**src/rtl/ex_stage_ctrl.sv**
```systemverilog
// Execute-stage pipeline controller: operand-forward selects, load-use/RAW stalls,
// taken-branch squash and multi-cycle EX sequencing. Optional macro: EX_CTRL_FWD_EN.
module ex_stage_ctrl #(
   parameter int MultiCycles = 4
) (
   input  logic       clk,
   input  logic       rstn,
   input  logic       id_valid,
   input  logic [4:0] id_rs1n,
   input  logic [4:0] id_rs2n,
   input  logic       id_use_rs1,
   input  logic       id_use_rs2,
   input  logic       id_multi,
   input  logic [4:0] ex_rdn,
   input  logic       ex_reg_write,
   input  logic       ex_is_load,
   input  logic       ex_branch_taken,
   input  logic [4:0] mem_rdn,
   input  logic       mem_reg_write,
   output logic [1:0] fwd_a,
   output logic [1:0] fwd_b,
   output logic       stall_if,
   output logic       stall_id,
   output logic       bubble_ex,
   output logic       hold_ex,
   output logic       flush_id,
   output logic       ex_busy
);

   typedef enum logic {RUN, MULTI} state_t;

   localparam logic [3:0] CntInit = 4'(MultiCycles - 1);
   localparam bit         MultiEn = (MultiCycles >= 2);

   state_t     r_state;
   logic [3:0] r_cnt;

   logic       w_run;
   logic       w_ex_a, w_ex_b, w_mem_a, w_mem_b;
   logic       w_load_use;
   logic       w_hazard;
   logic       w_branch;
   logic       w_stall;
   logic       w_issue;
   logic [1:0] w_fwd_a, w_fwd_b;

   assign w_run = (r_state == RUN);

   // Register 0 is hard-wired, so a zero destination never matches.
   assign w_ex_a  = id_use_rs1 && ex_reg_write  && (ex_rdn  == id_rs1n) && (ex_rdn  != 5'd0);
   assign w_ex_b  = id_use_rs2 && ex_reg_write  && (ex_rdn  == id_rs2n) && (ex_rdn  != 5'd0);
   assign w_mem_a = id_use_rs1 && mem_reg_write && (mem_rdn == id_rs1n) && (mem_rdn != 5'd0);
   assign w_mem_b = id_use_rs2 && mem_reg_write && (mem_rdn == id_rs2n) && (mem_rdn != 5'd0);

   assign w_load_use = id_valid && ex_is_load && (w_ex_a || w_ex_b);

`ifdef EX_CTRL_FWD_EN
   assign w_hazard = w_load_use;
   assign w_fwd_a  = w_ex_a ? 2'b01 : (w_mem_a ? 2'b10 : 2'b00);
   assign w_fwd_b  = w_ex_b ? 2'b01 : (w_mem_b ? 2'b10 : 2'b00);
`else
   // No bypass paths: every RAW dependency waits until the producer retires.
   assign w_hazard = w_load_use || (id_valid && (w_ex_a || w_ex_b || w_mem_a || w_mem_b));
   assign w_fwd_a  = 2'b00;
   assign w_fwd_b  = 2'b00;
`endif

   assign w_branch = w_run && ex_branch_taken;
   assign w_stall  = w_run && w_hazard && !ex_branch_taken;
   assign w_issue  = MultiEn && w_run && id_valid && id_multi && !w_hazard && !ex_branch_taken;

   always_comb begin
      fwd_a     = 2'b00;
      fwd_b     = 2'b00;
      stall_if  = 1'b0;
      stall_id  = 1'b0;
      bubble_ex = 1'b0;
      flush_id  = 1'b0;
      if (w_run) begin
         fwd_a     = w_fwd_a;
         fwd_b     = w_fwd_b;
         stall_if  = w_stall;
         stall_id  = w_stall;
         bubble_ex = w_stall || w_branch;
         flush_id  = w_branch;
      end else begin
         stall_if = 1'b1;
         stall_id = 1'b1;
      end
   end

   assign hold_ex = !w_run;
   assign ex_busy = !w_run;

   // cnt counts the remaining EX cycles after the issue edge.
   always_ff @(posedge clk or negedge rstn) begin
      if (!rstn) begin
         r_state <= RUN;
         r_cnt   <= 4'd0;
      end else begin
         case (r_state)
            RUN: begin
               if (w_issue) begin
                  r_state <= MULTI;
                  r_cnt   <= CntInit;
               end
            end
            MULTI: begin
               r_cnt <= r_cnt - 4'd1;
               if (r_cnt == 4'd1) r_state <= RUN;
            end
            default: begin
               r_state <= RUN;
               r_cnt   <= 4'd0;
            end
         endcase
      end
   end

endmodule

```
**config.mk**
```make
export PLATFORM = sky130hd
export DESIGN_NAME = ex_stage_ctrl
export DESIGN_NICKNAME = d
export VERILOG_FILES = /design/src/rtl/ex_stage_ctrl.sv
export SDC_FILE = /design/constraint.sdc
export NUM_CORES = 1
export LEC_CHECK = 0
export ABC_AREA = 1
export BUFFER_PORTS_ARGS = -buffer_cell sky130_fd_sc_hd__clkbuf_2
export CAP_MARGIN = 25
export CORE_UTILIZATION = 30
export CTS_CLUSTER_SIZE = 8
export DETAILED_ROUTE_END_ITERATION = 6
export MAX_ROUTING_LAYER = met4
export PLACE_DENSITY = 0.61
export SETUP_SLACK_MARGIN = 0.2
export SLEW_MARGIN = 0
export SYNTH_ARGS = -nofsm -noshare
export SYNTH_HDL_FRONTEND = slang
export SYNTH_SLANG_ARGS = --single-unit
```
**constraint.sdc**
```tcl
create_clock -name clk -period 2.8 [get_ports clk]
set_input_delay 0.28 -clock clk [delete_from_list [all_inputs] [get_ports clk]]
set_output_delay 0.28 -clock clk [all_outputs]
set_load 0.005 [all_outputs]
```
======== After elaboration in Yosys (flattened, before gate mapping) ========
Index checks and enable logic that the tools add are counted.
Widths: inputs -> output; s select.
word-level totals
  register bits ........................... 5
  input port bits ......................... 30
  word-level logic and storage cells ...... 49
cells by class
  add/sub/neg operators ................... 1
  equal/unequal tests ..................... 6
  mux-type cells .......................... 8
  bitwise logic cells ..................... 1
  reduce and logical (&&, ||, !) cells .... 31
operators by type and width
  kind                 number
  $logic_and 1x1->1    22
  $eq 5x5->1           4
  $reduce_bool 5->1    2
  $pmux 4 s2           1
  $logic_or 1x1->1     5
  $mux 1               5
  $eq 4x1->1 const B   1
  $mux 4               1
  $sub 4x1->4 const B  1
  $logic_not 1->1      2
  $ne 2x1->1 const B   1
  $pmux 1 s2           1
  $not 1->1            1

======== Logic depth before layout (Yosys ltp) ========
Gate-level depths: netlist of run 1.
  word-level depth ........................ 13
  depth in mapped cells ................... 11

======== Worst setup path before layout of run 1 ========
Ideal clock, no wire load.
  kind .................................... input to output
  start point ............................. input port ex_rdn[1]
  end point ............................... output port stall_if
  arrival ................................. 1.082 ns
  required time ........................... 2.520 ns
  path slack .............................. 1.438 ns
  stages .................................. 11
  path buffers ............................ 1
  cell sequence ........................... inv_1 -> nand2_1 -> nand2_1 -> nor2_2 -> nand3_1 -> nand2_1 -> nand2_2 -> nand2_1 -> nand2_2 -> o21ai_2 -> buf_4
between the ends
  cells in the longest elaborated chain, start to end .. 11
  elaborated cells on any way between the ends .. 16
ends and longest elaborated chain
  item                                                       RTL line  text
  from (decl)                                                14        input logic [4:0] ex_rdn,
  $eq 5x5->1, on equally long branches                       50, 51
  $logic_and 1x1->1, on equally long branches (2 in series)  50, 51
  $logic_or 1x1->1 *                                         55, 63
  $logic_or 1x1->1 (2 in series)                             63        assign w_hazard = w_load_use || (id_valid && (w_ex_a || w_ex_b || w_mem_a || w_mem_b));
  $logic_and 1x1->1                                          63
  $logic_or 1x1->1 *                                         63
  $logic_and 1x1->1 * (2 in series)                          69        assign w_stall = w_run && w_hazard && !ex_branch_taken;
  $mux 1 *                                                   --
  to (decl)                                                  22        output logic stall_if,
Mark *: on every way between the ends. The rest lies on a longest branch, timed or not.

======== Worst setup path in the final report of run 1 ========
  start point ............................. input port id_rs2n[3]
  end point ............................... output port stall_id
between the ends
  cells in the longest elaborated chain, start to end .. 11
  elaborated cells on any way between the ends .. 15
ends and longest elaborated chain
  item                               RTL line  text
  from (decl)                        10        input logic [4:0] id_rs2n,
  $eq 5x5->1                         51        assign w_ex_b = id_use_rs2 && ex_reg_write && (ex_rdn == id_rs2n) && (ex_rdn != 5'd0);
  $logic_and 1x1->1 (2 in series)    51
  $logic_or 1x1->1                   55, 63
  $logic_or 1x1->1 (2 in series)     63
  $logic_and 1x1->1                  63
  $logic_or 1x1->1 *                 63
  $logic_and 1x1->1 * (2 in series)  69
  $mux 1 *                           79        if (w_run) begin
  to (decl)                          23        output logic stall_id,
Marked as above.

==> results.ini, run 1 <==
[cells_and_area]
multi_input_area_um2 = 544.3
antenna_cells = 0
area_growth_pct = 25.81
drive_gt1_frac = 0.2872
fillCellCount = 291
final_cells = 218
finalNetCount = 221
final_common_cell = nand2_1
final_cell_mix = nand2_1, clkbuf_2, inv_1
seqCellArea_um2 = 125.1

[route]
drt-total-wl_mm = 1.765
vias = 910
wire_per_inst_um = 8.096
drtAntennaViolNets = 0
viasPerCell = 4.174
drc = 0
drt_pre_antenna_iters = 4
drtIter0Drc = 13

[cts]
cts_buffer_depth = 2
cts_setup_buffers = 0
clock-sinks = 5
clk_pin_slew_worst_paths_ns = 0.04
clock_latency_ns = 0.24
ctsResizeCount = 0
ctsHoldBuffers = 1
cts_buffers = 3
cts_tree = built
cts_root_buf = clkbuf_4
htree_levels = 1

[global_route]
antenna_found_initial = 0
grt_max_degree = 9
gr-total-overflow = 0
grt_pass1_vias = 748
grt_pass1_wl_mm = 2.835
grt_usage = 0.1364

[sta]
hold_viol = 0
layout_min_cycle_time_ns = 1.560
holdWs_ns = 0.3857
fin_ws_ns = 1.240
skew_ns = 0.002674
finalSetupTns_ns = 0
fin_crit_sh = 0.5571
fmax_mhz = 641.1
slew_viol_final = 0
rsz0062_at_grt = no
setup_viol = 0

[job]
max_cap_violations = 0

[placement]
portBuffers = 34
post-dp-hpwl_mm = 1.561
pre_cts_ws_ns = 1.218
gp_congestion = 0.8168
place_inst = 213

[worst_setup_path]
endpoint_kind = output port
crit_type = input port to output port
worstSetupEndpoint = stall_id
critPathLaunch = id_rs2n[3]
reg2reg_depth = 5
cp.arrival_ns = 1.28
worstSetupStartpointType = input port
worstPathMaxFanout = 3
worstReg2RegStart = ex_busy$_DFF_PN0_
critPathRequiredTime_ns = 2.52
r2r_slack_ns = 1.58
r2r-end = r_cnt[1]$_DFFE_PN0P_

[pwr]
clockPowerShare = 0.156
internal_power_uw = 294.7
power_uw = 529.4
pwr-share-comb = 0.539
swShare = 0.4432
pwr-share-seq = 0.305
vdd.ir_drop.worst_mv = 0.4345
p_per_area_nw_per_um2 = 516.6
switchingPower_uw = 234.7
p_leak_uw = 0.0006781

[yosys]
synthCells = 152
yosys_warnings = 0
synth-seq-cells = 5
avgSynthCellArea_um2 = 5.359
seq_area_frac_synth = 0.1536
netlist_area_um2 = 814.5
yosysUniqueCellTypes = 25

[worst_hold_path]
min_path_type = input port to async pin

[run_status]
status = completed

[floorplanning]
start_util = 0.3229
die_y_um = 54.11
core_um2 = 2522
rows = 18
die_width_um = 54.11
dieArea_um2 = 2927
pin_count = 40

## logic make-up (layout without fill, tap and decap cells)
family          count (synthesis)  in the layout  share of synthesized area
simple gates                  103            103                     0.5684
buf+inv                        35             68                     0.1920
flops                           5              5                     0.1536
compound gates                  4              4                    0.02918
fa+ha+maj                       2              2                    0.03072
xor+xnor                        2              2                    0.02151
other cells                     1              4                   0.004604
## registers in the layout, indices dropped and copies added (netlist names)
name and count:
ex_busy 1, r_cnt 4
## layout make-up
type                       instances  area share
multi-input combinational        115      0.5311
timing repair buffer              35      0.1758
sequential                         5      0.1221
inverter                          29      0.1087
tap                               30     0.03663
clock buffer                       4     0.02564
## synthesized netlist by cell type
library cell / instances / area share
nor4_4: 1 / 0.026
xor2_1: 1 / 0.011
conb_1: 1 / 0.0046
nand2_1: 66 / 0.30
nor3_1: 2 / 0.012
nand2_2: 4 / 0.031
nor2_1: 15 / 0.069
nor3b_1: 1 / 0.0092
clkinv_1: 2 / 0.0092
inv_1: 21 / 0.097
o21ai_1: 2 / 0.012
nor2_2: 1 / 0.0077
or2_2: 1 / 0.0077
inv_4: 1 / 0.0077
nand3_1: 9 / 0.055
xnor2_1: 1 / 0.011
nand3_4: 1 / 0.022
o21ai_2: 1 / 0.011
and3b_2: 1 / 0.012
ha_1: 2 / 0.031
buf_4: 6 / 0.055
dfrtp_1: 5 / 0.15
inv_2: 5 / 0.023
nand3_2: 1 / 0.012
a21oi_1: 1 / 0.0061
## through the flow
stage	instance area (µm²)	utilization
after floorplan	825.8	-
final	1025	0.4063
after CTS	1025	0.4063
after global routing	1025	0.4063
after global placement	988.4	0.3919
after detailed placement	988.4	0.3919
## power groups by stage
stage               registers, µW  logic [µW]  clock network (µW)
floorplan                     155         217                   0
global placement              162         286                   0
detailed placement            163         288                   0
CTS                           162         290                85.9
global route                  168         339                92.5
finish                        162         286                82.4
## layer usage
layer | track usage | wire length (µm) | up-vias
met2 | 0.2305 | 820 | 19
met3 | 0.008475 | 63 | 4
met1 | 0.1639 | 850 | 372
met5 | - | 0 | -
met4 | 0.06410 | 31 | 0
li1 | - | - | 515
## critical path, cell delays in order
cell      delay, ns
clkbuf_2       0.10
inv_1          0.05
nand2_1        0.05
nand2_1        0.05
nor2_1         0.12
nand3_1        0.09
nand2_1        0.08
nand2_2        0.07
nand2_1        0.08
nand2_2        0.06
o21ai_2        0.12
clkbuf_2       0.13
## how the worst min path moves through the flow
stage / startpoint / to
after CTS: rstn / r_cnt[3]$_DFFE_PN0P_
final: rstn / r_cnt[3]$_DFFE_PN0P_
after global placement: rstn / ex_busy$_DFF_PN0_
after floorplan: rstn / ex_busy$_DFF_PN0_
after global routing: rstn / r_cnt[2]$_DFFE_PN0P_
after detailed placement: rstn / r_cnt[2]$_DFFE_PN0P_
Note: power is estimated with default switching activity, not from simulation.
==> inputs of run 2 (changes only) <==
Settings changed: PLACE_DENSITY 0.61 to 0.63.
Clock period 2.8 ns to 1.29 ns, I/O delays scaled along.
==> run 2 against run 1 <==
Effect of this change: clock power up 110%; largest cell class unchanged; worst setup slack worse by 1.2 ns; largest power group unchanged; critical endpoint is now stall_if; final cell count up 1.8%; register-to-register slack worse by 1.4 ns; first-iteration DRC count up 46%.
==> results.ini, run 2 (synthesis results as in run 1) <==
[run_status]
status = completed

[floorplanning]
die_width_um = 54.11  ; unchanged
rows = 18  ; unchanged
start_util = 0.3229  ; unchanged
pin_count = 40  ; unchanged
die_y_um = 54.11  ; unchanged
core_um2 = 2522  ; unchanged
dieArea_um2 = 2927  ; unchanged

[placement]
gp_congestion = 0.7594  ; -7.0%
dpl_cell_area_um2 = 1010  ; +2.2%
post-dp-hpwl_mm = 1.526  ; -2.2%
portBuffers = 34  ; unchanged

[cells_and_area]
seqCellArea_um2 = 128.9  ; +3.0%
multi_input_area_um2 = 595.6  ; +9.4%
area_growth_pct = 44.85
fin_area_um2 = 1180  ; +15%
final_common_cell = nand2_1
largest_reg_flops = 4  ; unchanged
finalNetCount = 225  ; +1.8%
final_cell_mix = nand2_1, clkbuf_2, inv_2
drive_gt1_frac = 0.4479  ; +0.1607
final_util = 0.4678  ; +0.06151
antenna_cells = 0  ; unchanged
fillCellCount = 290  ; -0.34%
largest-register = r_cnt

[sta]
holdWs_ns = 0.2564  ; -0.1293 ns
skew_ns = 0.001748  ; -0.0009255 ns
fin_crit_sh = 0.9866
layout_min_cycle_time_ns = 1.273
rsz0062_at_grt = yes
hold_viol = 0  ; unchanged
fmax_mhz = 785.7
slew_viol_final = 0  ; unchanged
setup_viol = 0  ; unchanged

[global_route]
grt_pass1_vias = 804  ; +7.5%
antenna_found_initial = 0  ; unchanged
gr-total-overflow = 0  ; unchanged
grt_usage = 0.1419  ; +0.005556
grt_pass1_wl_mm = 3.070  ; +8.3%
grt_max_degree = 6  ; -3

[job]
max_cap_violations = 0  ; unchanged

[route]
viasPerCell = 4.279  ; +2.5%
drtIter0Drc = 19  ; +6
vias = 950  ; +4.4%
drtAntennaViolNets = 0  ; unchanged
drt_pre_antenna_iters = 4  ; unchanged
wire_per_inst_um = 8.297  ; +2.5%
drc = 0  ; unchanged
drt-total-wl_mm = 1.842  ; +4.4%

[cts]
clock_latency_ns = 0.24  ; about the same
cts_buffers = 3  ; unchanged
clock-sinks = 5  ; unchanged
cts_root_buf = clkbuf_4
cts_buffer_depth = 2  ; unchanged
htree_levels = 1  ; unchanged
cts_tree = built
clk_pin_slew_worst_paths_ns = 0.04  ; about the same

[pwr]
p_leak_uw = 0.0007063  ; +4.2%
p_per_area_nw_per_um2 = 1120  ; +120%
vdd.ir_drop.worst_mv = 1.263  ; +190%

[worst_setup_path]
cp.arrival_ns = 1.14  ; -0.14 ns
critPathRequiredTime_ns = 1.16  ; -1.36 ns
worstPathMaxFanout = 3  ; unchanged
endpoint_kind = output port
crit_type = input port to output port
worstSetupStartpointType = input port

[worst_hold_path]
min_path_type = input port to async pin

-- run 2: critical path, stage by stage --
cell,delay (ns)
buf_6,0.10
xor2_1,0.15
nor2_1,0.14
nand3_1,0.09
nand2_1,0.10
nand2_2,0.07
nand2_2,0.07
nand2_2,0.05
o21ai_2,0.13
buf_2,0.12
-- run 2: final timing paths --
kind | start | to | slack, ns | cells after the start
setup / recovery | id_rs2n[2] | stall_if | 0.02 | 10
hold / removal | rstn | r_cnt[2]$_DFFE_PN0P_ | 0.26 | 2
setup reg to reg | ex_busy$_DFF_PN0_ | r_cnt[1]$_DFFE_PN0P_ | 0.15 | 6
hold reg to reg | r_cnt[3]$_DFFE_PN0P_ | ex_busy$_DFF_PN0_ | 0.56 | 2
max in group asynchronous | rstn | r_cnt[0]$_DFFE_PN0P_ | 0.88 | 2
min in group clk | id_multi | ex_busy$_DFF_PN0_ | 0.41 | 4
-- run 2: routing by layer --
layer  track usage  vias up  wire, µm
li1              -      524         -
met1        0.1808      403       942
met2        0.2531       23       818
met3       0.01695        0        81
met4             0        0         0
met5             -        -         0
-- run 2: timing repair --
| action | in CTS | in global routing |
|---|---|---|
| pin swaps | 3 | 28 |
| endpoints found under the hold margin | 5 | 0 |
| buffers inserted | 3 | 0 |
| setup endpoints to repair | 8 | 9 |
| resized for setup | 11 | 50 |
| hold buffers | 1 | 0 |
-- run 2: stage by stage --
| step | setup slack (ns) | total power, µW | setup TNS [ns] | instances |
|---|---|---|---|---|
| after detailed placement | -0.01060 | 1013 | -0.02074 | 214 |
| after CTS | 0.03886 | 1301 | 0 | 222 |
| final | 0.01732 | 1322 | 0 | 222 |
| after global placement | 0.01770 | 1012 | 0 | 214 |
| after floorplan | 0.2011 | 843.8 | 0 | 155 |
| after global routing | -0.07140 | 1486 | -0.1418 | 222 |
-- run 2: cell type report --
type	count	share of cell area
repair buffers	39	0.2354
well taps	30	0.03181
flip-flops and latches	5	0.1092
inverters	29	0.09650
clock buffers	4	0.02227
multi-input cells	115	0.5048
-- run 2: power by group --
group	switching [µW]	leakage [µW]	internal, µW
clock network	57.9	0.0000150	117
registers	127	0.0000574	247
logic	385	0.000634	388
